==> config.mk <==
export PLATFORM = sky130hd
export DESIGN_NAME = adc_window_stats
export DESIGN_NICKNAME = d
export VERILOG_FILES = /design/src/rtl/adc_window_stats.sv
export SDC_FILE = /design/constraint.sdc
export NUM_CORES = 1
export LEC_CHECK = 0
export CAP_MARGIN = 20
export CORE_MARGIN = 4
export CORE_UTILIZATION = 57
export DETAILED_ROUTE_END_ITERATION = 10
export PLACE_DENSITY = 0.85
export SYNTH_ARGS = -nofsm -noshare
export SYNTH_HDL_FRONTEND = slang
export SYNTH_SLANG_ARGS = --single-unit
==> constraint.sdc <==
create_clock -name clock_100Mhz -period 5.7 [get_ports clock_100Mhz]
set_input_delay 0.57 -clock clock_100Mhz [delete_from_list [all_inputs] [get_ports clock_100Mhz]]
set_output_delay 0.57 -clock clock_100Mhz [all_outputs]
set_load 0.02 [all_outputs]
==> src/rtl/adc_window_stats.sv <==
// adc_window_stats
//   Reduces the 12-bit ADC sample stream to one statistic per window of
//   2**WINDOW_LOG2 samples and feeds the result to the 7-segment display stage.
//   The statistic is the average, max, min or peak-to-peak value. It can
//   optionally be scaled to millivolts for a 1 V full-scale input.
//
// Ports
//   clock_100Mhz  in   1       system clock, single domain
//   reset         in   1       synchronous, active-high
//   sample_in     in   DATA_W  unsigned ADC code
//   sample_valid  in   1       one sample per high cycle
//   mode          in   2       0 avg, 1 max, 2 min, 3 max-min (captured at window end)
//   freeze        in   1       1 suppresses val updates; windows keep running
//   val           out  DATA_W  displayed value, held between updates
//   val_update    out  1       pulse in the cycle val takes a new value
//   window_done   out  1       pulse one cycle after a window's last sample
module adc_window_stats #(
    parameter int DATA_W      = 12,
    parameter int WINDOW_LOG2 = 10,
    parameter int SCALE_MV    = 0
) (
    input  logic              clock_100Mhz,
    input  logic              reset,
    input  logic [DATA_W-1:0] sample_in,
    input  logic              sample_valid,
    input  logic [1:0]        mode,
    input  logic              freeze,
    output logic [DATA_W-1:0] val,
    output logic              val_update,
    output logic              window_done
);

    localparam int SUM_W  = DATA_W + WINDOW_LOG2;
    // raw (DATA_W bits) times 1000 (10 bits) never exceeds DATA_W+10 bits.
    localparam int PROD_W = DATA_W + 10;

    typedef enum logic [1:0] {
        MODE_AVG = 2'd0,
        MODE_MAX = 2'd1,
        MODE_MIN = 2'd2,
        MODE_P2P = 2'd3
    } statMode_e;

    // Accumulators for the window currently being filled.
    logic [WINDOW_LOG2-1:0] count_q, count_d;
    logic [SUM_W-1:0]       sum_q, sum_d;
    logic [DATA_W-1:0]      max_q, max_d;
    logic [DATA_W-1:0]      min_q, min_d;

    // Values that include the current sample, used both to update the
    // accumulators and to snapshot a closing window.
    logic [SUM_W-1:0]       sumNext;
    logic [DATA_W-1:0]      maxNext;
    logic [DATA_W-1:0]      minNext;
    logic                   windowEnd;

    // Stage 1: snapshot of a completed window.
    logic                   s1Valid_q;
    logic [SUM_W-1:0]       s1Sum_q;
    logic [DATA_W-1:0]      s1Max_q;
    logic [DATA_W-1:0]      s1Min_q;
    statMode_e              s1Mode_q;

    // Stage 2: display register.
    logic [DATA_W-1:0]      val_q;
    logic                   valUpdate_q;

    logic [DATA_W-1:0]      raw;
    logic [PROD_W-1:0]      product;
    logic [DATA_W-1:0]      scaled;

    // The closing sample is folded in, and the accumulators reload in the
    // same cycle, so a sample on the very next cycle opens the new window.
    always_comb begin
        sumNext   = sum_q + SUM_W'(sample_in);
        maxNext   = (sample_in > max_q) ? sample_in : max_q;
        minNext   = (sample_in < min_q) ? sample_in : min_q;
        windowEnd = sample_valid && (count_q == {WINDOW_LOG2{1'b1}});

        count_d = count_q;
        sum_d   = sum_q;
        max_d   = max_q;
        min_d   = min_q;
        if (sample_valid) begin
            // count wraps to zero naturally on the last sample of a window.
            count_d = count_q + 1'b1;
            if (windowEnd) begin
                sum_d = '0;
                max_d = '0;
                min_d = '1;
            end else begin
                sum_d = sumNext;
                max_d = maxNext;
                min_d = minNext;
            end
        end
    end

    always_ff @(posedge clock_100Mhz) begin
        if (reset) begin
            count_q <= '0;
            sum_q   <= '0;
            max_q   <= '0;
            min_q   <= '1;
        end else begin
            count_q <= count_d;
            sum_q   <= sum_d;
            max_q   <= max_d;
            min_q   <= min_d;
        end
    end

    // Stage 1 holds the window's totals and the mode seen at its end.
    // All four statistics are tracked all the time, so a mode change in the
    // middle of a window only takes effect here.
    always_ff @(posedge clock_100Mhz) begin
        if (reset) begin
            s1Valid_q <= 1'b0;
            s1Sum_q   <= '0;
            s1Max_q   <= '0;
            s1Min_q   <= '0;
            s1Mode_q  <= MODE_AVG;
        end else begin
            s1Valid_q <= windowEnd;
            if (windowEnd) begin
                s1Sum_q  <= sumNext;
                s1Max_q  <= maxNext;
                s1Min_q  <= minNext;
                s1Mode_q <= statMode_e'(mode);
            end
        end
    end

    // The average is a plain shift because the window length is a power of
    // two. Max >= min holds for any complete window, so max-min cannot
    // underflow.
    always_comb begin
        raw = '0;
        unique case (s1Mode_q)
            MODE_AVG: raw = s1Sum_q[SUM_W-1:WINDOW_LOG2];
            MODE_MAX: raw = s1Max_q;
            MODE_MIN: raw = s1Min_q;
            MODE_P2P: raw = s1Max_q - s1Min_q;
            default:  raw = '0;
        endcase
        product = PROD_W'(raw) * PROD_W'(1000);
        scaled  = (SCALE_MV != 0) ? DATA_W'(product >> 12) : raw;
    end

    // freeze is looked at only when a result is ready to be displayed.
    always_ff @(posedge clock_100Mhz) begin
        if (reset) begin
            val_q       <= '0;
            valUpdate_q <= 1'b0;
        end else begin
            valUpdate_q <= s1Valid_q && !freeze;
            if (s1Valid_q && !freeze) begin
                val_q <= scaled;
            end
        end
    end

    assign val         = val_q;
    assign val_update  = valUpdate_q;
    assign window_done = s1Valid_q;

endmodule

==> results of run 1 <==
[power groups by stage]
stage / logic, mW / registers [mW] / clock network (mW)
after global routing: 0.286 / 0.807 / 0.506
after floorplan: 0.187 / 0.813 / 0
after CTS: 0.254 / 0.802 / 0.473
after global placement: 0.238 / 0.818 / 0
final: 0.256 / 0.803 / 0.471
after detailed placement: 0.252 / 0.820 / 0
[state kept, by name, summed over array words and instances, names as in the netlist]
signal / flops
sum_q: 22
max_q: 12
min_q: 12
s1Max_q: 12
s1Min_q: 12
s1Sum_q: 12
val: 12
count_q: 10
s1Mode_q: 2
val_update: 1
window_done: 1
[cell families (layout without fill, tap and decap cells)]
| family | after synthesis | after routing | share of synthesized area [%] |
|---|---|---|---|
| muxes | 14 | 14 | 4.14 |
| and+or+nand+nor | 235 | 235 | 17.4 |
| buffers and inverters | 80 | 93 | 5.06 |
| xor gates and xnor gates | 35 | 35 | 5.02 |
| DFF | 108 | 108 | 35.4 |
| adders and majority gates | 49 | 49 | 10.3 |
| AOI/OAI and AO/OA | 196 | 196 | 22.6 |
[critical path: stages]
cell	delay, ns
clkdlybuf4s50_1	0.39
buf_4	0.20
and3_1	0.18
and3_1	0.23
nand3_2	0.35
nand2_1	0.55
nor3b_1	0.93
buf_2	0.32
a22o_1	0.14
[metal layers]
metal	wire, um	GRT usage (%)	vias up
met4	524	9.73	0
li1	-	-	2590
met1	6240	30.9	2559
met2	7210	40.7	204
met5	0	0	-
met3	1050	5.00	45
[stage by stage]
stage | hold slack, ns | util, %
after global placement | 0.441 | 62.2
after floorplan | 0.429 | -
after detailed placement | 0.448 | 62.3
after CTS | 0.463 | 64.2
after global routing | 0.480 | 64.2
final | 0.462 | 64.2
[path summary, 6_finish.rpt]
| path | start | end | slack (ns) | cells after the start |
|---|---|---|---|---|
| max | sample_valid | max_q[8] | 2.15 | 9 |
| min | val[1] | val[1] | 0.46 | 2 |
| max reg2reg | count_q[0] | max_q[8] | 2.54 | 7 |
| min reg2reg | val[1] | val[1] | 0.46 | 2 |
[Yosys cell counts (6+ instances only)]
cell / instances / area share (%)
o32ai_1: 12 / 1.7
xor2_1: 18 / 2.6
a211oi_1: 16 / 2.0
a31oi_1: 6 / 0.61
buf_2: 7 / 0.57
o221a_2: 12 / 2.2
mux4_2: 9 / 3.3
nand2_1: 82 / 5.0
nand3_1: 12 / 0.98
ha_1: 47 / 9.6
xnor2_1: 17 / 2.4
o21ai_1: 6 / 0.49
clkbuf_1: 28 / 1.7
a21o_1: 9 / 1.1
o21ai_0: 21 / 1.7
a21oi_1: 54 / 4.4
inv_1: 41 / 2.5
o211ai_1: 9 / 1.1
a311oi_1: 12 / 1.7
nand2b_1: 19 / 1.9
nor2_1: 80 / 4.9
nand4_1: 7 / 0.72
a22o_1: 13 / 1.9
dfxtp_1: 108 / 35
a22oi_1: 10 / 1.2
[area by class of cell]
cell class | count | area [um2]
tap | 136 | 170
sequential | 108 | 2160
timing repair buffer | 36 | 338
clock buffer | 10 | 138
clock inverter | 6 | 56.3
inverter | 41 | 154
multi-input combinational | 529 | 3630
fill | 886 | 3720
==> key figures, run 1 <==
Setup path
  – Crit-path max FO: 22
  – Worst EP arrival: 3.88 ns
  – Worst setup SP type: input port
  – Worst setup path class: input port to flip-flop
  – Worst Path Required: 6.03 ns
  – CP Capture Type: flip-flop

Power and ir drop
  – Power, Total: 1.53 mW
  – Power Density: 230 nW/um2
  – Seq pwr share: 52.5%
  – Net Sw Power: 0.463 mW
  – Internal: 1.07 mW
  – Comb power frac: 16.7%
  – Worst vdd ir: 0.115 mV
  – Net Sw Frac: 30.2%
  – Clk pwr share: 30.8%
  – P_leak: 2.56 nW

Timing
  – Final Max Slew Viols: 0
  – Slew HR: 28.4%
  – Setup violators final: 0
  – Total negative setup slack: 0 ns
  – Worst Tran Pin Value: 1.07 ns
  – Post-route worst setup slack: 2.15 ns
  – Crit share post-route: 62.3%
  – Fmax: 282 MHz
  – RSZ-0062 raised after global routing: false
  – Crit path time final: 3.55 ns
  – Clock skew: 0.0135 ns
  – Final hold vios: 0

Cells and area
  – Non-filler cells, final: 866
  – Commonest non-fill, non-tap cell in the layout: dfxtp_1
  – Share of cells above drive strength 1: 6.58%
  – Design Area, Final: 6650 um2
  – Ant diodes: 0
  – Final nets: 792
  – Commonest cells after routing, fill and taps aside: 108 x dfxtp_1, 82 x nand2_1, 80 x nor2_1
  – Area grow syn2layout: 8.98%

Die
  – Die width: 111 um
  – Die height: 111 um
  – Ports: 32
  – Rows: 37
  – Area of the core: 10400 um2
  – Initial Utilization: 58.9%
  – Die area: 12400 um2

Drt
  – DRT Pass-1 Iters: 7
  – Post-DR wirelength/cell: 17.3 um
  – Number of remaining DRC errors: 0
  – DR iter-0 viols: 474
  – Via count: 5398
  – Antenna viol nets, final: 0
  – Drt total wl: 15000 um
  – Average vias per placed instance: 6.23

Synthesis
  – Synthesized instance count: 717
  – Synthesized cell area: 6100 um2
  – FF+latch count, synth: 108
  – Most used DFF post-synth: dfxtp_1
  – Synth Area per Inst: 8.51 um2
  – Seq/Total Area, Yosys: 35.4%
  – Post-synthesis cell type count: 52
  – Async SR Flop Fraction: 0%
  – Post-synth EDFFs: 0
  – Post-Synthesis Net Count: 784
  – Warnings from Yosys: 0

Placed design
  – Placed Cells: 850
  – HPWL after DPL: 11000 um
  – GP Congestion: 0.855
  – Pre-CTS WS: 1.81 ns
  – DP Area: 6460 um2
  – Port bufs: 31

Global route
  – GR Overflow Total: 0
  – Pin count of the biggest net entering global routing: 57
  – First-pass GRT wire length: 25400 um
  – Vias in the first global route: 5229
  – Total track usage: 24.4%
  – Initial antenna violation count: 0

CTS
  – CTS Buffer Depth: 2
  – Hold buffers post-CTS: 0
  – Post_cts resized: 0
  – Clk slew on worst S/H paths: 0.11 ns
  – Htree depth: 3
  – Worst skew pair latency: 0.38 ns
  – Setup Fix Bufs, Post-CTS: 0
  – Total CTS buffers: 9
  – CTS tree: yes
  – Clock root buffer: clkbuf_8
  – CTS sink cnt: 108

Hold path
  – Hold Path Class: flip-flop to flip-flop

Flow run
  – # Max-Cap Violations: 0

Run status
  – Outcome: finished, final reports clean
(Power assumes the default switching activity.)
==> inputs of run 2 (changes only) <==
CORE_UTILIZATION = 55   (was 57)
PLACE_DENSITY = 0.86   (was 0.85)
clock period = 3.2 ns   (was 5.7 ns; I/O delays follow)
==> run 2 against run 1 <==
Die area rose by 3.4%. Critical path depth rose by 1. Register-to-register slack got worse by 2.0 ns. Global-route usage fell by 0.58 points. Sequential share of layout area fell by 0.62 points.
==> key figures, run 2 (synthesis gave the netlist of run 1 again) <==
Run status
  – Outcome: finished, final reports clean (unchanged)

Cells and area
  – Commonest non-fill, non-tap cell in the layout: dfxtp_1 (unchanged)
  – Largest Register: sum_q (unchanged)
  – Fillers: 916 (was 886)
  – Max reg flops: 22 (unchanged)
  – Final nets: 809 (was 792)
  – Commonest cells after routing, fill and taps aside: 108 x dfxtp_1, 82 x nand2_1, 80 x nor2_1 (unchanged)
  – Ant diodes: 0 (unchanged)
  – Area grow syn2layout: 11.1% (was 8.98%)
  – Share of cells above drive strength 1: 8.70% (was 6.58%)

Setup path
  – CP Capture Type: flip-flop (unchanged)
  – Crit-path max FO: 3 (was 22)
  – Worst Path Required: 3.46 ns (was 6.03 ns)
  – Worst EP arrival: 2.89 ns (was 3.88 ns)
  – Slowest Stage Delay on Critical Path: 0.42 ns (was 0.93 ns)
  – WP depth: 10 (was 9)
  – Worst setup SP type: flip-flop (was input port)
  – Buffers & Inverters on Critical Path: 1 (was 3)
  – R2R cell count: 10 (was 7)
  – Critical path's slowest cell: fa_1 (was nor3b_1)
  – Critical path's top delay family: compound AO/OA/AOI/OAI gates (was simple AND/OR/NAND/NOR gates)
  – Worst setup path class: flip-flop to flip-flop (was input port to flip-flop)
  – CP cell instances: ha_1, inv_1, fa_1, a211o_1, a211oi_1, nor2_1, a21oi_1, xnor2_1, a221oi_1, o21ai_1 (was clkdlybuf4s50_1, buf_4, and3_1, and3_1, nand3_2, nand2_1, nor3b_1, buf_2, a22o_1)

Hold path
  – Hold Path Class: flip-flop to flip-flop (unchanged)
  – Hold depth: 2 (unchanged)

Timing
  – Slew HR: 49.4% (was 28.4%)
  – Clock skew: 0.0131 ns (was 0.0135 ns)
  – RSZ-0062 raised after global routing: false (unchanged)
  – Crit path time final: 2.62 ns
  – Setup violators final: 0 (unchanged)
  – Crit share post-route: 82.0%
  – Worst Tran Pin Value: 0.760 ns (was 1.07 ns)
  – Fmax: 381 MHz
  – Total negative setup slack: 0 ns (unchanged)
  – Final hold vios: 0 (unchanged)
  – Worst hold slack: 0.466 ns (was 0.462 ns)
  – Final Max Slew Viols: 0 (unchanged)
  – Post-route worst setup slack: 0.576 ns (was 2.15 ns)

Global route
  – Total track usage: 23.8% (was 24.4%)
  – Initial antenna violation count: 0 (unchanged)
  – Met1 usage: 31.3% (was 30.9%)
  – M2 GR Usage: 38.9% (was 40.7%)
  – Pin count of the biggest net entering global routing: 41 (was 57)
  – GRT met3 Usage: 4.44% (was 5.00%)
  – Top Usage Layer GRT: met2 (unchanged)
  – First-pass GRT wire length: 24700 um (was 25400 um)
  – GR Overflow Total: 0 (unchanged)
  – Vias in the first global route: 5016 (was 5229)

CTS
  – Post_cts resized: 0 (unchanged)
  – Clock root buffer: clkbuf_8 (unchanged)
  – Clk slew on worst S/H paths: 0.10 ns (was 0.11 ns)
  – Hold buffers post-CTS: 0 (unchanged)
  – Total CTS buffers: 9 (unchanged)
  – CTS sink cnt: 108 (unchanged)
  – Setup Fix Bufs, Post-CTS: 0 (unchanged)
  – Htree depth: 3 (unchanged)
  – CTS tree: yes (unchanged)
  – Worst skew pair latency: 0.38 ns (about the same)
  – CTS Buffer Depth: 2 (unchanged)

Drt
  – Via count: 5376 (was 5398)
  – DR iter-0 viols: 458 (was 474)
  – Antenna viol nets, final: 0 (unchanged)
  – Drt total wl: 15000 um (about the same)
  – DRT Pass-1 Iters: 5 (was 7)
  – Number of remaining DRC errors: 0 (unchanged)
  – Post-DR wirelength/cell: 16.9 um (was 17.3 um)
  – Average vias per placed instance: 6.06 (was 6.23)

Power and ir drop
  – Worst vdd ir: 0.290 mV (was 0.115 mV)
  – Power Density: 397 nW/um2 (was 230 nW/um2)
  – P_leak: 2.64 nW (was 2.56 nW)

Die
  – Die width: 113 um (was 111 um)
  – Ports: 32 (unchanged)
  – Area of the core: 10800 um2 (was 10400 um2)
  – Die area: 12800 um2 (was 12400 um2)
  – Die height: 113 um (was 111 um)
  – Rows: 38 (was 37)
  – Initial Utilization: 56.3% (was 58.9%)

Placed design
  – Port bufs: 31 (unchanged)
  – Pre-CTS WS: 0.277 ns (was 1.81 ns)
  – GP Congestion: 0.893 (was 0.855)
  – HPWL after DPL: 11000 um (about the same)

Flow run
  – # Max-Cap Violations: 0 (unchanged)
==> run 2: cell count changes in the layout (fill, tap and decap cells not counted) <==
cell      change
buf_4        +19
buf_2         -2
inv_8         -2
clkinv_2      +1
clkinv_4      +1
==> run 2: report_power, final <==
group / switching [mW] / internal, mW
Clock: 0.486 / 0.310
Combinational: 0.268 / 0.203
Sequential: 0.0368 / 1.39
Total: 0.791 / 1.90
==> run 2: through the flow <==
stage / instances / power, mW / util (%) / area [um2]
global route: 887 / 2.82 / 62.6 / 6780
finish: 887 / 2.70 / 62.6 / 6780
CTS: 887 / 2.70 / 62.6 / 6780
floorplan: 717 / 1.78 / - / 6100
global placement: 871 / 1.90 / 60.8 / 6600
detailed placement: 871 / 1.92 / 60.8 / 6600
==> run 2: final timing paths <==
| path | from | end | slack (ns) |
|---|---|---|---|
| max | s1Min_q[0] | val[8] | 0.58 |
| min | val[2] | val[2] | 0.47 |
| max reg2reg | s1Min_q[0] | val[8] | 0.58 |
| min reg2reg | val[2] | val[2] | 0.47 |
==> run 2: per-layer routing <==
layer	up-vias	share of wire (%)
li1	2628	-
met1	2529	43
met4	0	3.3
met5	-	0
met2	183	47
met3	36	6.7
==> run 2: layout make-up <==
| type | count | area (um2) | share of cell area [%] |
|---|---|---|---|
| multi-input cells | 529 | 3630 | 53.6 |
| flip-flops and latches | 108 | 2160 | 31.9 |
| repair buffers | 53 | 470 | 6.94 |
| well taps | 140 | 175 | 2.58 |
| inverters | 41 | 154 | 2.27 |
| clock buffers | 10 | 138 | 2.03 |
| clock inverters | 6 | 47.5 | 0.701 |
==> run 2: worst min-delay path, stage by stage (launching register included) <==
cell and delay [ns]:
dfxtp_1 0.32, nand2_1 0.05, a21oi_1 0.05
